===== src/rtl/key_filter_multi.sv =====
// -----------------------------------------------------------------------------
// key_filter_multi
//
// N-channel pushbutton conditioner. Each channel debounces one synchronised
// key level and produces:
//   - a one-cycle PRESS pulse for each accepted press,
//   - a one-cycle RELEASE pulse for each accepted release,
//   - the debounced LEVEL.
// Each channel also enforces a minimum spacing between accepted presses
// (holdoff). The channels are fully independent, so several PRESS bits can be
// set in the same cycle.
//
// Optional feature: define KEY_AUTOREPEAT_EN to enable auto-repeat while a key
// is held. The first repeat PRESS comes REPEAT_DLY_CYC cycles after the
// accepted press, and later ones every REPEAT_CYC cycles. LEVEL stays high and
// no RELEASE is issued. When the macro is undefined, the repeat counter and
// its parameters do not exist.
//
// Ports
//   CLK      in   1       system clock, all logic on posedge
//   RST      in   1       synchronous reset, active-high
//   IN       in   N_KEYS  synchronised raw key levels, 1 = pressed
//   PRESS    out  N_KEYS  one-cycle pulse per accepted press (and per repeat)
//   RELEASE  out  N_KEYS  one-cycle pulse per accepted release
//   LEVEL    out  N_KEYS  debounced key state
//   ANY      out  1       OR of PRESS, same cycle as PRESS
//
// All outputs are registered. Every counter is CNT_W bits wide. Each counter
// is compared before it is loaded, so it never wraps. Counts that do not fit
// in CNT_W bits are a parameter error.
// -----------------------------------------------------------------------------
module key_filter_multi #(
  parameter int unsigned N_KEYS         = 4,
  parameter int unsigned CNT_W          = 25,
  parameter int unsigned DEBOUNCE_CYC   = 250000,
  parameter int unsigned HOLDOFF_CYC    = 5000000
`ifdef KEY_AUTOREPEAT_EN
  ,
  parameter int unsigned REPEAT_DLY_CYC = 25000000,
  parameter int unsigned REPEAT_CYC     = 5000000
`endif
) (
  input  logic              CLK,
  input  logic              RST,
  input  logic [N_KEYS-1:0] IN,
  output logic [N_KEYS-1:0] PRESS,
  output logic [N_KEYS-1:0] RELEASE,
  output logic [N_KEYS-1:0] LEVEL,
  output logic              ANY
);

  typedef enum logic [1:0] {
    StIdle,
    StDebOn,
    StHeld,
    StDebOff
  } key_state_e;

  // The debounce counter holds the number of consecutive qualifying samples
  // seen so far. An edge is accepted on the sample that brings the count to
  // DEBOUNCE_CYC, which is when the stored count equals DebLast.
  localparam logic [CNT_W-1:0] DebLast     = CNT_W'(DEBOUNCE_CYC - 1);
  localparam logic [CNT_W-1:0] HoldoffLoad =
      (HOLDOFF_CYC == 0) ? '0 : CNT_W'(HOLDOFF_CYC - 1);
  localparam logic [CNT_W-1:0] CntOne      = CNT_W'(1);

`ifdef KEY_AUTOREPEAT_EN
  localparam logic [CNT_W-1:0] RepDlyLoad  =
      (REPEAT_DLY_CYC == 0) ? '0 : CNT_W'(REPEAT_DLY_CYC - 1);
  localparam logic [CNT_W-1:0] RepLoad     =
      (REPEAT_CYC == 0) ? '0 : CNT_W'(REPEAT_CYC - 1);
`endif

  // Per-channel press events, collected here so ANY can be registered in the
  // same cycle as the PRESS bits.
  logic [N_KEYS-1:0] press_vec;
  logic              any_d, any_q;

  for (genvar k = 0; k < N_KEYS; k++) begin : g_key
    key_state_e       state_d, state_q;
    logic [CNT_W-1:0] deb_d, deb_q;
    logic [CNT_W-1:0] hold_d, hold_q;
    logic             accept;
    logic             press_ev;
    logic             release_ev;
    logic             level_d;
    logic             press_q, release_q, level_q;
`ifdef KEY_AUTOREPEAT_EN
    logic [CNT_W-1:0] rep_d, rep_q;
    logic             repeat_ev;
`endif

    always_comb begin
      state_d    = state_q;
      deb_d      = deb_q;
      // The holdoff counter runs in every state and saturates at zero.
      hold_d     = (hold_q != '0) ? hold_q - CntOne : '0;
      accept     = 1'b0;
      release_ev = 1'b0;

      unique case (state_q)
        StIdle: begin
          deb_d = '0;
          // A press that arrives while holdoff is still running is ignored.
          if (IN[k] && (hold_q == '0)) begin
            if (DebLast == '0) begin
              state_d = StHeld;
              accept  = 1'b1;
            end else begin
              state_d = StDebOn;
              deb_d   = CntOne;
            end
          end
        end

        StDebOn: begin
          if (IN[k]) begin
            if (deb_q == DebLast) begin
              state_d = StHeld;
              deb_d   = '0;
              accept  = 1'b1;
            end else begin
              deb_d = deb_q + CntOne;
            end
          end else begin
            state_d = StIdle;
            deb_d   = '0;
          end
        end

        StHeld: begin
          deb_d = '0;
          if (!IN[k]) begin
            if (DebLast == '0) begin
              state_d    = StIdle;
              release_ev = 1'b1;
            end else begin
              state_d = StDebOff;
              deb_d   = CntOne;
            end
          end
        end

        StDebOff: begin
          if (!IN[k]) begin
            if (deb_q == DebLast) begin
              state_d    = StIdle;
              deb_d      = '0;
              release_ev = 1'b1;
            end else begin
              deb_d = deb_q + CntOne;
            end
          end else begin
            // A low glitch shorter than the debounce window is filtered out.
            state_d = StHeld;
            deb_d   = '0;
          end
        end

        default: begin
          state_d = StIdle;
          deb_d   = '0;
        end
      endcase

`ifdef KEY_AUTOREPEAT_EN
      rep_d     = '0;
      repeat_ev = 1'b0;
      if (accept) begin
        rep_d = RepDlyLoad;
      end else if (((state_q == StHeld) || (state_q == StDebOff)) && !release_ev) begin
        if (rep_q == '0) begin
          repeat_ev = 1'b1;
          rep_d     = RepLoad;
        end else begin
          rep_d = rep_q - CntOne;
        end
      end
      press_ev = accept | repeat_ev;
`else
      press_ev = accept;
`endif

      // Every PRESS, including a repeat, restarts the minimum-spacing window.
      if (press_ev) begin
        hold_d = HoldoffLoad;
      end

      level_d = (state_d == StHeld) || (state_d == StDebOff);
    end

    always_ff @(posedge CLK) begin
      if (RST) begin
        state_q   <= StIdle;
        deb_q     <= '0;
        hold_q    <= '0;
        press_q   <= 1'b0;
        release_q <= 1'b0;
        level_q   <= 1'b0;
      end else begin
        state_q   <= state_d;
        deb_q     <= deb_d;
        hold_q    <= hold_d;
        press_q   <= press_ev;
        release_q <= release_ev;
        level_q   <= level_d;
      end
    end

`ifdef KEY_AUTOREPEAT_EN
    always_ff @(posedge CLK) begin
      if (RST) begin
        rep_q <= '0;
      end else begin
        rep_q <= rep_d;
      end
    end
`endif

    assign press_vec[k] = press_ev;
    assign PRESS[k]     = press_q;
    assign RELEASE[k]   = release_q;
    assign LEVEL[k]     = level_q;
  end

  always_comb begin
    any_d = |press_vec;
  end

  always_ff @(posedge CLK) begin
    if (RST) begin
      any_q <= 1'b0;
    end else begin
      any_q <= any_d;
    end
  end

  assign ANY = any_q;

endmodule


===== config.mk =====
export PLATFORM = sky130hd
export DESIGN_NAME = key_filter_multi
export DESIGN_NICKNAME = d
export VERILOG_FILES = /design/src/rtl/key_filter_multi.sv
export SDC_FILE = /design/constraint.sdc
export NUM_CORES = 1
export LEC_CHECK = 0
export ABC_AREA = 1
export BUFFER_PORTS_ARGS = -buffer_cell sky130_fd_sc_hd__buf_2
export CORE_UTILIZATION = 50
export DETAILED_ROUTE_END_ITERATION = 8
export PLACE_DENSITY = 0.69
export SLEW_MARGIN = 20
export SYNTH_ARGS = -nofsm -noshare
export SYNTH_HDL_FRONTEND = slang
export SYNTH_SLANG_ARGS = --single-unit
export TNS_END_PERCENT = 100

===== constraint.sdc =====
create_clock -name CLK -period 2.95 [get_ports CLK]
set_input_delay 0.59 -clock CLK [delete_from_list [all_inputs] [get_ports CLK]]
set_output_delay 0.59 -clock CLK [all_outputs]
set_load 0.005 [all_outputs]

==> flow_metrics.env <==
export IMPL_post_cts_buffers=0
export IMPL_drc=0
export IMPL_cts_root_buf="clkbuf_16"
export IMPL_drt_iter0_markers=567
export IMPL_cts_tree="done"
export IMPL_final_core_util_pct=55.7
export IMPL_cap_violations=0
export IMPL_worstSkewPairLatency_ps=530
export IMPL_grt_pass1_wl_microns=40800
export IMPL_cts_hold_fix_buffers=0
export IMPL_first_pass_iters=5
export IMPL_report_final_slew_viol_count=0
export IMPL_fin_ws_ps=1000
export IMPL_antenna_found_initial=0
export IMPL_cp_start_kind="register"
export IMPL_wl_per_cell_microns=11.9
export IMPL_vias=9807
export IMPL_dpl_cell_area_sq_um=11700
export IMPL_worstPathArrival_ps=2380
export IMPL_clock_path_buffers=3
export IMPL_drt_total_wl_microns=23300
export IMPL_clk_pin_slew_ps=60
export IMPL_ant_nets=0
export IMPL_yosys_warnings=0
export IMPL_syn_area_sq_um=11500
export IMPL_max_freq_ghz=0.514
export IMPL_tightestPinTransition_ps=610
export IMPL_power_uw=7670
export IMPL_coreArea_sq_um=22600
export IMPL_cts_resized_gates=0
export IMPL_p_leak_uw=0.00558
export IMPL_most_common_layout_cells="nor2_1 (352), nand2_1 (304), dfxtp_1 (220), inv_1 (183), nand3_1 (88)"
export IMPL_synth_cells=1640
export IMPL_status="finished, final reports clean"
export IMPL_htree_levels=1
export IMPL_max_vdd_ir_drop_v=0.000674
export IMPL_avgSynthCellArea_sq_um=7.01
export IMPL_yosysSeqAreaShare_pct=38.3
export IMPL_dp_worst_setup_slack_ps=618
export IMPL_dieWidth_microns=154
export IMPL_ioPinCount=19
export IMPL_hold_violations=0
export IMPL_ys_ff_latch=220
export IMPL_crit_fanout=13
export IMPL_layout_drive_gt1_share_pct=10.5
export IMPL_placement_rows=55
export IMPL_fin_nets=1673
export IMPL_nFillCells=2213
export IMPL_grt_pass1_vias=9186
export IMPL_layout_commonest_cell="nor2_1"
export IMPL_end_kind="register"
export IMPL_floorplan_initialDensity_pct=50.9
export IMPL_grt_usage_pct=20.1
export IMPL_stdcell_area_sq_um=12600
export IMPL_synth_distinct_cells=47
export IMPL_slew_headroom_pct=59.2
export IMPL_setup_tns_ps=0
export IMPL_hp_class="primary input to register"
export IMPL_syn2layout_area_growth_pct=9.29
export IMPL_powerDensity_nw_per_um2=610
export IMPL_grt_max_degree=24
export IMPL_dieArea_sq_um=23600
export IMPL_vias_per_cell=5.01
export IMPL_portBuffers=18
export IMPL_gp_congestion=0.877
export IMPL_diodes=0
export IMPL_hpwl_microns=17200
export IMPL_rsz0062_at_grt="false"
export IMPL_syn_num_nets=1658
export IMPL_numCtsBuffers=25
export IMPL_fin_crit_sh_pct=66.0
export IMPL_overflow=0
export IMPL_setup_viol=0
export IMPL_fin_crit_ps=1950
export IMPL_clock_skew_ps=23.2
export IMPL_critical_path_class="register to register"
export IMPL_clock_sinks=220
export IMPL_crit_required_ps=3390
export IMPL_die_h_microns=154
-- Yosys cell counts, drive strengths merged --
library cell | number | area (sq um)
a21boi | 1 | 11.3
nand4 | 52 | 338
ha | 12 | 150
o22ai | 2 | 12.5
inv | 190 | 716
buf | 29 | 224
xor2 | 64 | 561
nor3b | 3 | 22.5
a21oi | 38 | 205
a211oi | 2 | 15.0
nand2 | 319 | 1250
and2 | 4 | 25.0
o211ai | 1 | 7.51
nor4 | 3 | 18.8
clkbuf | 4 | 17.5
o21ai | 76 | 403
dfxtp | 220 | 4400
nand3 | 97 | 538
xnor2 | 40 | 350
nor3 | 55 | 343
or2 | 6 | 37.5
and3 | 2 | 12.5
o32ai | 1 | 8.76
o21a | 2 | 15.0
o21bai | 2 | 15.0
nand3b | 6 | 45.0
nor2 | 407 | 1740
clkinv | 1 | 3.75
a41oi | 1 | 8.76
-- report_power, final --
part / total [uW] / internal [uW] / switching [uW] / leakage, uW
Sequential: 3260 / 3140 / 121 / 0.00178
Combinational: 1260 / 451 / 809 / 0.00339
Clock: 3150 / 1920 / 1230 / 0.000415
-- worst max-delay path: stages (launching register included) --
cell	delay, ps
dfxtp_1	380
ha_1	230
nand2_1	120
nor2_4	170
nand3_1	110
nor2_2	170
nand4_1	440
o21ai_0	240
-- cell type report --
cell class / count / area (sq um) / share of cell area [%]
clock buffers: 32 / 692 / 5.51
flip-flops and latches: 220 / 4400 / 35.0
inverters: 191 / 719 / 5.72
repair buffers: 21 / 113 / 0.896
clock inverters: 13 / 149 / 1.18
well taps: 285 / 357 / 2.84
multi-input cells: 1196 / 6130 / 48.8
-- kinds of logic after synthesis --
family / after synthesis / share of synthesized area [%]
compound gates: 126 / 6.10
xor+xnor: 104 / 7.92
fa+ha+maj: 12 / 1.31
buf+inv: 224 / 8.36
flops: 220 / 38.3
simple gates: 954 / 38.0
-- final timing paths --
check	startpoint	end	slack, ps	depth (start not counted)
min reg2reg	g_key[1].hold_q[0]$_SDFF_PP0_	g_key[1].hold_q[0]$_SDFF_PP0_	460	1
max	g_key[2].deb_q[0]$_SDFF_PP0_	g_key[2].hold_q[19]$_SDFF_PP0_	1000	7
max reg2reg	g_key[2].deb_q[0]$_SDFF_PP0_	g_key[2].hold_q[19]$_SDFF_PP0_	1000	7
min	IN[0]	g_key[0].release_q$_SDFF_PP0_	280	2
-- per-layer routing --
layer	GRT usage, %	part of all wire, %
met5	0	0
met2	33.7	45
met3	2.79	3.8
met1	27.2	49
met4	5.10	2.2
-- registers in the layout, summed over array words and instances, names as in the netlist --
register,cells
g_key.press_q,4
g_key.release_q,4
g_key.deb_q,100
g_key.state_q,8
ANY,1
g_key.hold_q,100
g_key.level_q,3
-- metrics by stage --
stage | hold slack [ps] | std cells
after floorplan | 423 | 1640
after global placement | 438 | 1913
after detailed placement | 446 | 1913
after CTS | 271 | 1958
after global routing | 304 | 1958
final | 285 | 1958
No activity file was read; power rests on OpenSTA's default activity.
